--- config.mk ---
export PLATFORM = sky130hd
export DESIGN_NAME = iso_tree_sample_feeder
export DESIGN_NICKNAME = d
export VERILOG_FILES = /design/src/rtl/iso_tree_pkg.sv /design/src/rtl/iso_tree_sample_fifo.sv /design/src/rtl/iso_tree_sample_feeder.sv
export SDC_FILE = /design/constraint.sdc
export NUM_CORES = 1
export LEC_CHECK = 0
export ABC_AREA = 1
export CAP_MARGIN = 10
export CELL_PAD_IN_SITES_DETAIL_PLACEMENT = 0
export CELL_PAD_IN_SITES_GLOBAL_PLACEMENT = 1
export CORE_MARGIN = 2
export CORE_UTILIZATION = 40
export CTS_CLUSTER_DIAMETER = 30
export DETAILED_ROUTE_END_ITERATION = 7
export PLACE_DENSITY = 0.89
export SLEW_MARGIN = 20
export SYNTH_ARGS = -nofsm -noshare
export SYNTH_HDL_FRONTEND = slang
export SYNTH_SLANG_ARGS = --single-unit
--- constraint.sdc ---
create_clock -name clk -period 3.4 [get_ports clk]
set_input_delay 0.68 -clock clk [delete_from_list [all_inputs] [get_ports clk]]
set_output_delay 0.68 -clock clk [all_outputs]
set_load 0.02 [all_outputs]
--- src/rtl/iso_tree_pkg.sv ---
// Shared definitions for the isolation-tree sample feeder and its benches.
package iso_tree_pkg;

   localparam int unsigned DATA_W_DEF  = 8;
   localparam int unsigned CNT_W_DEF   = 16;
   // Detector acknowledge latency in cycles after det_valid.
   localparam int unsigned DET_ACK_LAT = 3;

   // Feeder FSM encoding.
   typedef enum logic [1:0] {
      ST_IDLE     = 2'd0,
      ST_SEND     = 2'd1,
      ST_WAIT_ACK = 2'd2,
      ST_REPORT   = 2'd3
   } feeder_state_t;

endpackage

--- src/rtl/iso_tree_sample_fifo.sv ---
// Synchronous FIFO buffering sensor samples ahead of the detector.
module iso_tree_sample_fifo
   import iso_tree_pkg::*;
#(
   parameter int unsigned DATA_W = DATA_W_DEF,
   parameter int unsigned DEPTH  = 4
) (
   input  logic              clk,
   input  logic              reset,
   input  logic              push,
   input  logic [DATA_W-1:0] din,
   input  logic              pop,
   output logic [DATA_W-1:0] dout,
   output logic              full,
   output logic              empty
);

   localparam int unsigned AW = $clog2(DEPTH);

   logic [DATA_W-1:0] mem [DEPTH];
   logic [AW:0]       wr_ptr_q;
   logic [AW:0]       rd_ptr_q;
   logic              do_push;
   logic              do_pop;

   // Extra pointer bit distinguishes full from empty when indices match.
   assign empty   = (wr_ptr_q == rd_ptr_q);
   assign full    = (wr_ptr_q[AW] != rd_ptr_q[AW]) &&
                    (wr_ptr_q[AW-1:0] == rd_ptr_q[AW-1:0]);
   assign do_push = push && !full;
   assign do_pop  = pop && !empty;
   assign dout    = mem[rd_ptr_q[AW-1:0]];

   // Pointer update; simultaneous push and pop both advance.
   always_ff @(posedge clk) begin
      if (!reset) begin
         wr_ptr_q <= '0;
         rd_ptr_q <= '0;
      end else begin
         if (do_push) wr_ptr_q <= wr_ptr_q + (AW+1)'(1);
         if (do_pop)  rd_ptr_q <= rd_ptr_q + (AW+1)'(1);
      end
   end

   // Storage write.
   always_ff @(posedge clk) begin
      if (do_push) mem[wr_ptr_q[AW-1:0]] <= din;
   end

endmodule

--- src/rtl/iso_tree_sample_feeder.sv ---
// Feeds buffered sensor samples to the isolation-tree detector and reports verdicts.
module iso_tree_sample_feeder
   import iso_tree_pkg::*;
#(
   parameter int unsigned DATA_W      = DATA_W_DEF,
   parameter int unsigned FIFO_DEPTH  = 4,
   parameter int unsigned ACK_TIMEOUT = 15,
   parameter int unsigned CNT_W       = CNT_W_DEF
) (
   input  logic              clk,
   input  logic              reset,
   input  logic [DATA_W-1:0] in_sample,
   input  logic              in_valid,
   output logic              in_ready,
   output logic [DATA_W-1:0] det_data,
   output logic              det_valid,
   input  logic              det_processed,
   input  logic              det_anomaly,
   output logic              res_valid,
   output logic [DATA_W-1:0] res_sample,
   output logic              res_anomaly,
   output logic              res_timeout,
   output logic [CNT_W-1:0]  sample_count,
   output logic [CNT_W-1:0]  anomaly_count,
   output logic              busy
);

   localparam int unsigned      TMO_W    = $clog2(ACK_TIMEOUT);
   localparam logic [TMO_W-1:0] TMO_LAST = TMO_W'(ACK_TIMEOUT - 1);

   feeder_state_t     state_q, state_d;
   logic [DATA_W-1:0] det_data_q, det_data_d;
   logic              det_valid_q, det_valid_d;
   logic              res_valid_q, res_valid_d;
   logic [DATA_W-1:0] res_sample_q, res_sample_d;
   logic              res_anomaly_q, res_anomaly_d;
   logic              res_timeout_q, res_timeout_d;
   logic [TMO_W-1:0]  tmo_q, tmo_d;
   logic [CNT_W-1:0]  sample_count_q, sample_count_d;
   logic [CNT_W-1:0]  anomaly_count_q, anomaly_count_d;
   logic              run_q;

   logic              fifo_push;
   logic              fifo_pop;
   logic [DATA_W-1:0] fifo_dout;
   logic              fifo_full;
   logic              fifo_empty;

   // run_q keeps in_ready low while reset is applied.
   assign in_ready  = run_q && !fifo_full;
   assign fifo_push = in_valid && in_ready;
   assign busy      = (state_q != ST_IDLE) || !fifo_empty;

   assign det_data      = det_data_q;
   assign det_valid     = det_valid_q;
   assign res_valid     = res_valid_q;
   assign res_sample    = res_sample_q;
   assign res_anomaly   = res_anomaly_q;
   assign res_timeout   = res_timeout_q;
   assign sample_count  = sample_count_q;
   assign anomaly_count = anomaly_count_q;

   iso_tree_sample_fifo #(
      .DATA_W (DATA_W),
      .DEPTH  (FIFO_DEPTH)
   ) u_fifo (
      .clk   (clk),
      .reset (reset),
      .push  (fifo_push),
      .din   (in_sample),
      .pop   (fifo_pop),
      .dout  (fifo_dout),
      .full  (fifo_full),
      .empty (fifo_empty)
   );

   // Next-state and registered-output values; det_valid/res_valid are set
   // one state early so they line up with SEND/REPORT.
   always_comb begin
      state_d         = state_q;
      det_data_d      = det_data_q;
      det_valid_d     = 1'b0;
      res_valid_d     = 1'b0;
      res_sample_d    = res_sample_q;
      res_anomaly_d   = res_anomaly_q;
      res_timeout_d   = res_timeout_q;
      tmo_d           = tmo_q;
      sample_count_d  = sample_count_q;
      anomaly_count_d = anomaly_count_q;
      fifo_pop        = 1'b0;

      case (state_q)
         ST_IDLE: begin
            if (!fifo_empty) begin
               fifo_pop    = 1'b1;
               det_data_d  = fifo_dout;
               det_valid_d = 1'b1;
               state_d     = ST_SEND;
            end
         end
         ST_SEND: begin
            tmo_d   = '0;
            state_d = ST_WAIT_ACK;
         end
         ST_WAIT_ACK: begin
            // Acknowledge takes priority over a coincident timeout.
            if (det_processed) begin
               res_valid_d   = 1'b1;
               res_sample_d  = det_data_q;
               res_anomaly_d = det_anomaly;
               res_timeout_d = 1'b0;
               state_d       = ST_REPORT;
            end else if (tmo_q == TMO_LAST) begin
               res_valid_d   = 1'b1;
               res_sample_d  = det_data_q;
               res_anomaly_d = 1'b0;
               res_timeout_d = 1'b1;
               state_d       = ST_REPORT;
            end else begin
               tmo_d = tmo_q + TMO_W'(1);
            end
         end
         ST_REPORT: begin
            if (sample_count_q != '1)
               sample_count_d = sample_count_q + CNT_W'(1);
            if (res_anomaly_q && (anomaly_count_q != '1))
               anomaly_count_d = anomaly_count_q + CNT_W'(1);
            state_d = ST_IDLE;
         end
         default: state_d = ST_IDLE;
      endcase
   end

   // State and output registers with synchronous active-low reset.
   always_ff @(posedge clk) begin
      if (!reset) begin
         state_q         <= ST_IDLE;
         det_data_q      <= '0;
         det_valid_q     <= 1'b0;
         res_valid_q     <= 1'b0;
         res_sample_q    <= '0;
         res_anomaly_q   <= 1'b0;
         res_timeout_q   <= 1'b0;
         tmo_q           <= '0;
         sample_count_q  <= '0;
         anomaly_count_q <= '0;
         run_q           <= 1'b0;
      end else begin
         state_q         <= state_d;
         det_data_q      <= det_data_d;
         det_valid_q     <= det_valid_d;
         res_valid_q     <= res_valid_d;
         res_sample_q    <= res_sample_d;
         res_anomaly_q   <= res_anomaly_d;
         res_timeout_q   <= res_timeout_d;
         tmo_q           <= tmo_d;
         sample_count_q  <= sample_count_d;
         anomaly_count_q <= anomaly_count_d;
         run_q           <= 1'b1;
      end
   end

endmodule

==> metrics.csv, run 1 <==
stage;metric;value;unit
yosys;async_reset_ff_share;0;%
routing;drc_errors;0;
sta;fmax;361;MHz
run_status;status;finished, final reports clean;
critical_path;cp_cell_sequence;xnor2_1 > nand2_1 > nor2_1 > nand2_1 > clkdlybuf4s50_1;
die;die_h;111;um
clocking;cts_tree;yes;
clocking;clkTransAtPathRegs;70;ps
clocking;clock_path_buffers;2;
critical_path;crit_type;flip-flop to output port;
yosys;synth_fp_nets;617;
critical_path;crit_arrival;2090;ps
yosys;synth_ff_type;dfxtp_1;
clocking;htree_num_levels;3;
power_and_ir_drop;p_leak;2.09;nW
clocking;clock-sinks;97;
sta;fin_crit;2770;ps
routing;drt_pass1_iterations;4;
sta;rsz0062_at_grt;false;
final_layout;fin_area;0.00561;sq mm
sta;setup_viol;0;
sta;worstMarginPinSlew;856;ps
sta;setup_tns;0;ps
clocking;cts_made_buffers;9;
final_layout;final_nets;679;
critical_path;cpMostUsedCell;nand2_1;
sta;maxSlewViolCount;0;
yosys;synth_top_area_cell;dfxtp_1;
yosys;synth_cell_types;32;
worst_hold_path;hp-class;flip-flop to flip-flop;
power_and_ir_drop;p_clk_share;29.3;%
power_and_ir_drop;sw_frac_of_total;32.6;%
yosys;ys_top_cells_by_count;137 x nand2_1, 134 x nor2_1, 65 x dfxtp_1;
final_layout;drive_above_1_share;5.47;%
sta;period_share;81.5;%
yosys;synth-seq-cells;97;
sta;fin_ws;629;ps
yosys;ys_seq_area_share;49.2;%
global_routing;grt-ovfl-total;0;
power_and_ir_drop;p_int;2.12;mW
job;maxCapViolations;0;
final_layout;area_growth;21.9;%
die;fp.dieW;111;um
routing;vias_per_cell;4.77;
power_and_ir_drop;ir_drop;0.365;mV
die;rows;39;
placement;place.gp.congestion;0.793;
power_and_ir_drop;seq_power_share;43.8;%
power_and_ir_drop;p_sw;1.02;mW
clocking;post-cts-setup-buffers;0;
final_layout;antennaDiodeCount;0;
critical_path;critPathLaunch;u_fifo.rd_ptr_q[1];
routing;final_antenna_net_count;0;
global_routing;grt_max_degree;36;
yosys;synth_edf_count;32;
die;design.die.area;0.0124;sq mm
routing;wl_per_cell;12.5;um
routing;wl;10000;um
sta;finClkSkew;8.80;ps
routing;drt_iter0_drc;163;
critical_path;end_kind;output port;
power_and_ir_drop;finalPower;3.14;mW
critical_path;crit_family;buffers and inverters;
critical_path;required;2720;ps
critical_path;worstPathMaxFanout;12;
yosys;netlist.area_leader.share;28.3;%
critical_path;critPathMaxStageDelay;570;ps
yosys;synth_area;0.00460;sq mm
yosys;syn_inst;591;
die;core;0.0113;sq mm
placement;placed_area;0.00534;sq mm
clocking;ctsRootBufferMaster;clkbuf_16;
final_layout;final_core_util;49.5;%
clocking;post_cts_resized;0;
yosys;synth_area_per_cell;7.78;sq um
placement;numPortBuffers;66;
placement;post-place-ws;937;ps
routing;vias;3817;
clocking;clock_latency;340;ps
critical_path;start_kind;flip-flop;
global_routing;grt_pass1_vias;3752;
yosys;synth.most_common_cell;nand2_1;
clocking;ctsHoldBuffers;0;
power_and_ir_drop;cellPowerDensity;560;mW/mm^2
global_routing;grt_pass1_wl;17100;um
placement;post-dp-hpwl;7430;um
yosys;ys_warn_count;0;
critical_path;slowest_stage;clkdlybuf4s50_1;
sta;hold_viol_final;0;
worst_hold_path;worstHoldStart;res_sample[5];
critical_path;rr_startpoint;anomaly_count[0];
critical_path;cp.buffers_inverters;1;
die;initial_core_util;40.6;%
yosys;ys_top_cells_by_area;dfxtp_1 28%, edfxtp_1 21%, nand2_1 11%, nor2_1 11%, inv_1 3.7%;
power_and_ir_drop;p_comb_share;26.9;%
die;pin_count;67;
global_routing;antenna_found_initial;0;
sta;slew_headroom;42.9;%
global_routing;grtUsageTotal;17.0;%
-- cells in the final DEF, fill, tap and decap left out --
| master | count |
|---|---|
| clkinv_1 | 3 |
| a21oi_1 | 25 |
| nor3_1 | 6 |
| a21oi_2 | 3 |
| nor2_1 | 134 |
| ha_1 | 13 |
| nor2_4 | 1 |
| nand2_1 | 137 |
| nand3_2 | 2 |
| inv_6 | 1 |
| clkinvlp_4 | 2 |
| nand3_1 | 32 |
| inv_2 | 3 |
| o21ai_0 | 31 |
| a31oi_1 | 1 |
| dfxtp_1 | 65 |
| buf_4 | 4 |
| or2_2 | 1 |
| xnor2_2 | 1 |
| inv_1 | 45 |
| clkbuf_16 | 9 |
| nand2_2 | 3 |
| nor2_2 | 5 |
| a211oi_1 | 1 |
| o21ai_2 | 1 |
| nand4_1 | 7 |
| nand3b_1 | 9 |
| xor2_1 | 7 |
| clkdlybuf4s50_1 | 66 |
| nor3b_1 | 1 |
| xnor2_1 | 5 |
| clkbuf_1 | 2 |
| edfxtp_1 | 32 |
-- power by group through the flow --
stage / Sequential [mW] / Clock [mW] / Combinational, mW
2_1_floorplan: 1.44 / 0 / 0.543
3_3_place_gp: 1.40 / 0 / 0.832
3_5_place_dp: 1.40 / 0 / 0.852
4_1_cts: 1.38 / 0.949 / 0.856
5_1_grt: 1.39 / 0.987 / 0.970
6_report: 1.37 / 0.920 / 0.844
-- metrics by stage --
stage	cells	hold WS (ps)
after floorplan	591	474
after global placement	785	467
after detailed placement	785	476
after CTS	801	494
after global routing	801	520
final	801	491
-- cell type report --
cell class                      count  area, sq um
Multi-Input combinational cell    426         2030
Inverter                           49          184
Tap cell                          143          179
Clock inverter                      5         31.3
Timing Repair Buffer               70          691
Sequential cell                    97         2260
Fill cell                        1116         5710
Clock buffer                       11          233
-- metal layers --
layer | track usage [%] | wire, um | vias to the layer above
met4 | 6.17 | 185 | 0
met2 | 29.9 | 4980 | 70
met1 | 19.8 | 4420 | 1712
met5 | 0 | 0 | -
li1 | - | - | 2017
met3 | 4.76 | 444 | 18
-- kinds of logic (layout without fill, tap and decap cells) --
kind of cell,after synthesis,after routing,synth area share [%]
xor gates and xnor gates,13,13,2.64
and+or+nand+nor,338,338,30.7
buffers and inverters,68,135,6.77
AOI/OAI and AO/OA,62,62,7.15
DFF,97,97,49.2
adders and majority gates,13,13,3.54
-- tightest hold or removal path, cell delays in order, from the launching register on --
cell     delay [ps]
dfxtp_1         330
nor2_1           50
nor2_1           80
-- final timing paths --
check,to,slack [ps],cells after the start
hold reg to reg,res_sample[5],490,2
setup reg to reg,anomaly_count[2],1310,9
setup / recovery,busy,630,5
hold / removal,res_sample[5],490,2
-- state kept, by name, indices dropped and copies added, names as in the netlist --
name and flops:
state_q 2, u_fifo.rd_ptr_q 3, det_data 8, det_valid 1, u_fifo.mem 32, anomaly_count 16
u_fifo.wr_ptr_q 3, res_valid 1, tmo_q 4, res_anomaly 1, res_sample 8, run_q 1
sample_count 16, res_timeout 1
(Power assumes the default switching activity.)
==> run 2, diff against run 1 <==
==> constraint.sdc (replaced) <==
create_clock -name clk -period 2.6 [get_ports clk]
set_input_delay 0.52 -clock clk [delete_from_list [all_inputs] [get_ports clk]]
set_output_delay 0.52 -clock clk [all_outputs]
set_load 0.02 [all_outputs]
==> metrics.csv, run 2 (synthesis gave the netlist of run 1 again) <==
stage;metric;value;unit;change
routing;wl;10100;um;+0.48%
final_layout;largest_reg_flops;32;;unchanged
clocking;cts_tree;yes;;
sta;period_share;93.4;%;
clocking;post_cts_resized;0;;unchanged
placement;place.gp.congestion;0.805;;+1.5%
clocking;post-cts-setup-buffers;0;;unchanged
die;core;0.0113;sq mm;unchanged
global_routing;grt-ovfl-total;0;;unchanged
sta;rsz0062_at_grt;false;;
job;maxCapViolations;0;;unchanged
final_layout;layout_commonest_cell;nand2_1;;
worst_hold_path;hp-class;flip-flop to flip-flop;;
routing;wl_per_cell;12.4;um;-0.64%
power_and_ir_drop;finalPower;4.25;mW;+35%
sta;setup_tns;0;ps;unchanged
final_layout;final_cell_count_no_fill;810;;+1.1%
placement;placed_area;0.00541;sq mm;+1.3%
clocking;clock-sinks;97;;unchanged
placement;post-place-ws;467;ps;-471 ps
critical_path;end_kind;output port;;
clocking;ctsRootBufferMaster;clkbuf_16;;
final_layout;antennaDiodeCount;0;;unchanged
sta;slew_headroom;65.9;%;+23 points
global_routing;grtUsageTotal;16.6;%;-0.37 points
clocking;cts_made_buffers;9;;unchanged
clocking;clock_latency;340;ps;about the same
sta;fin_ws;172;ps;-456 ps
critical_path;worstPathMaxFanout;4;;-8
routing;drt_pass1_iterations;7;;+3
power_and_ir_drop;cellPowerDensity;745;mW/mm^2;+33%
power_and_ir_drop;p_leak;2.15;nW;+3.0%
critical_path;required;2080;ps;-640 ps
clocking;clkTransAtPathRegs;60;ps;about the same
sta;fmax;412;MHz;
die;fp.dieW;111;um;unchanged
routing;route.met3.wl;400;um;-9.9%
final_layout;final_core_util;50.4;%;+0.88 points
final_layout;drive_above_1_share;7.20;%;+1.7 points
routing;vias_per_cell;4.83;;+1.4%
critical_path;start_kind;flip-flop;;
global_routing;antenna_found_initial;0;;unchanged
routing;final_antenna_net_count;0;;unchanged
routing;drt_iter0_drc;217;;+33%
sta;fin_crit;2430;ps;
routing;wl_met1;4450;um;+0.57%
sta;worstMarginPinSlew;512;ps;-344 ps
placement;numPortBuffers;66;;unchanged
final_layout;num-fill-cells;1091;;-2.2%
run_status;status;finished, final reports clean;;
sta;finClkSkew;5.66;ps;-3.14 ps
critical_path;crit_arrival;1910;ps;-180 ps
placement;dp.cells;794;;+1.1%
routing;drc_errors;0;;unchanged
clocking;ctsHoldBuffers;0;;unchanged
global_routing;grt_max_degree;36;;unchanged
routing;top_layer_used;met4;;
final_layout;fin_area;0.00571;sq mm;+1.8%
die;pin_count;67;;unchanged
sta;hold_slack;481;ps;-9.97 ps
die;design.die.area;0.0124;sq mm;unchanged
sta;maxSlewViolCount;0;;unchanged
global_routing;grt_pass1_wl;16700;um;-2.5%
global_routing;grt_pass1_vias;3563;;-5.0%
sta;setup_viol;0;;unchanged
final_layout;final_nets;688;;+1.3%
die;die_h;111;um;unchanged
routing;vias;3914;;+2.5%
die;rows;39;;unchanged
die;initial_core_util;40.6;%;unchanged
critical_path;crit_type;flip-flop to output port;;
clocking;clock_path_buffers;2;;unchanged
sta;hold_viol_final;0;;unchanged
final_layout;mostFrequentLayoutCells;137 x nand2_1, 134 x nor2_1, 66 x clkdlybuf4s50_1, 65 x dfxtp_1, 45 x inv_1;;
routing;dr_wl_met2;4980;um;about the same
final_layout;area_growth;24.0;%;
power_and_ir_drop;ir_drop;0.527;mV;+44%
placement;post-dp-hpwl;7350;um;-1.1%
clocking;htree_num_levels;3;;unchanged
==> run 2: cell types whose count changed in the layout (fill, tap and decap cells not counted), sizes merged <==
cell / previous run / this run
clkinvlp: 2 / 3
clkbuf: 11 / 10
bufinv: 0 / 1
clkinv: 3 / 2
buf: 4 / 13
==> run 2: final cells by class <==
| cell class | instances | area (sq um) | share of cell area (%) |
|---|---|---|---|
| repair buffers | 79 | 758 | 13.3 |
| clock buffers | 10 | 229 | 4.01 |
| well taps | 143 | 179 | 3.14 |
| clock inverters | 6 | 67.6 | 1.18 |
| multi-input cells | 426 | 2030 | 35.5 |
| flip-flops and latches | 97 | 2260 | 39.6 |
| inverters | 49 | 184 | 3.22 |
==> run 2: where the power goes <==
| group | switching [mW] | internal, mW |
|---|---|---|
| sequential | 0.0986 | 1.69 |
| clock | 0.567 | 0.748 |
| combinational | 0.700 | 0.447 |
| total | 1.37 | 2.89 |
==> run 2: path summary, 6_finish.rpt <==
check	start	to	slack, ps	cells after the start
worst max register to register	sample_count[0]	sample_count[3]	850	7
worst min register to register	res_sample[2]	res_sample[2]	480	2
worst min-delay path	res_sample[2]	res_sample[2]	480	2
worst max-delay path	u_fifo.wr_ptr_q[0]	busy	170	5
==> run 2: routing by layer <==
| layer | GRT usage (%) | up-vias |
|---|---|---|
| li1 | - | 2040 |
| met1 | 19.2 | 1766 |
| met2 | 29.8 | 88 |
| met3 | 3.94 | 20 |
| met4 | 6.34 | 0 |
| met5 | 0 | - |
==> run 2: worst max-delay path, stage by stage (launching register included) <==
cell             delay (ps)
dfxtp_1                 420
xnor2_2                 140
nand2_1                  70
nor2_1                  210
nand2_1                 160
clkdlybuf4s50_1         570
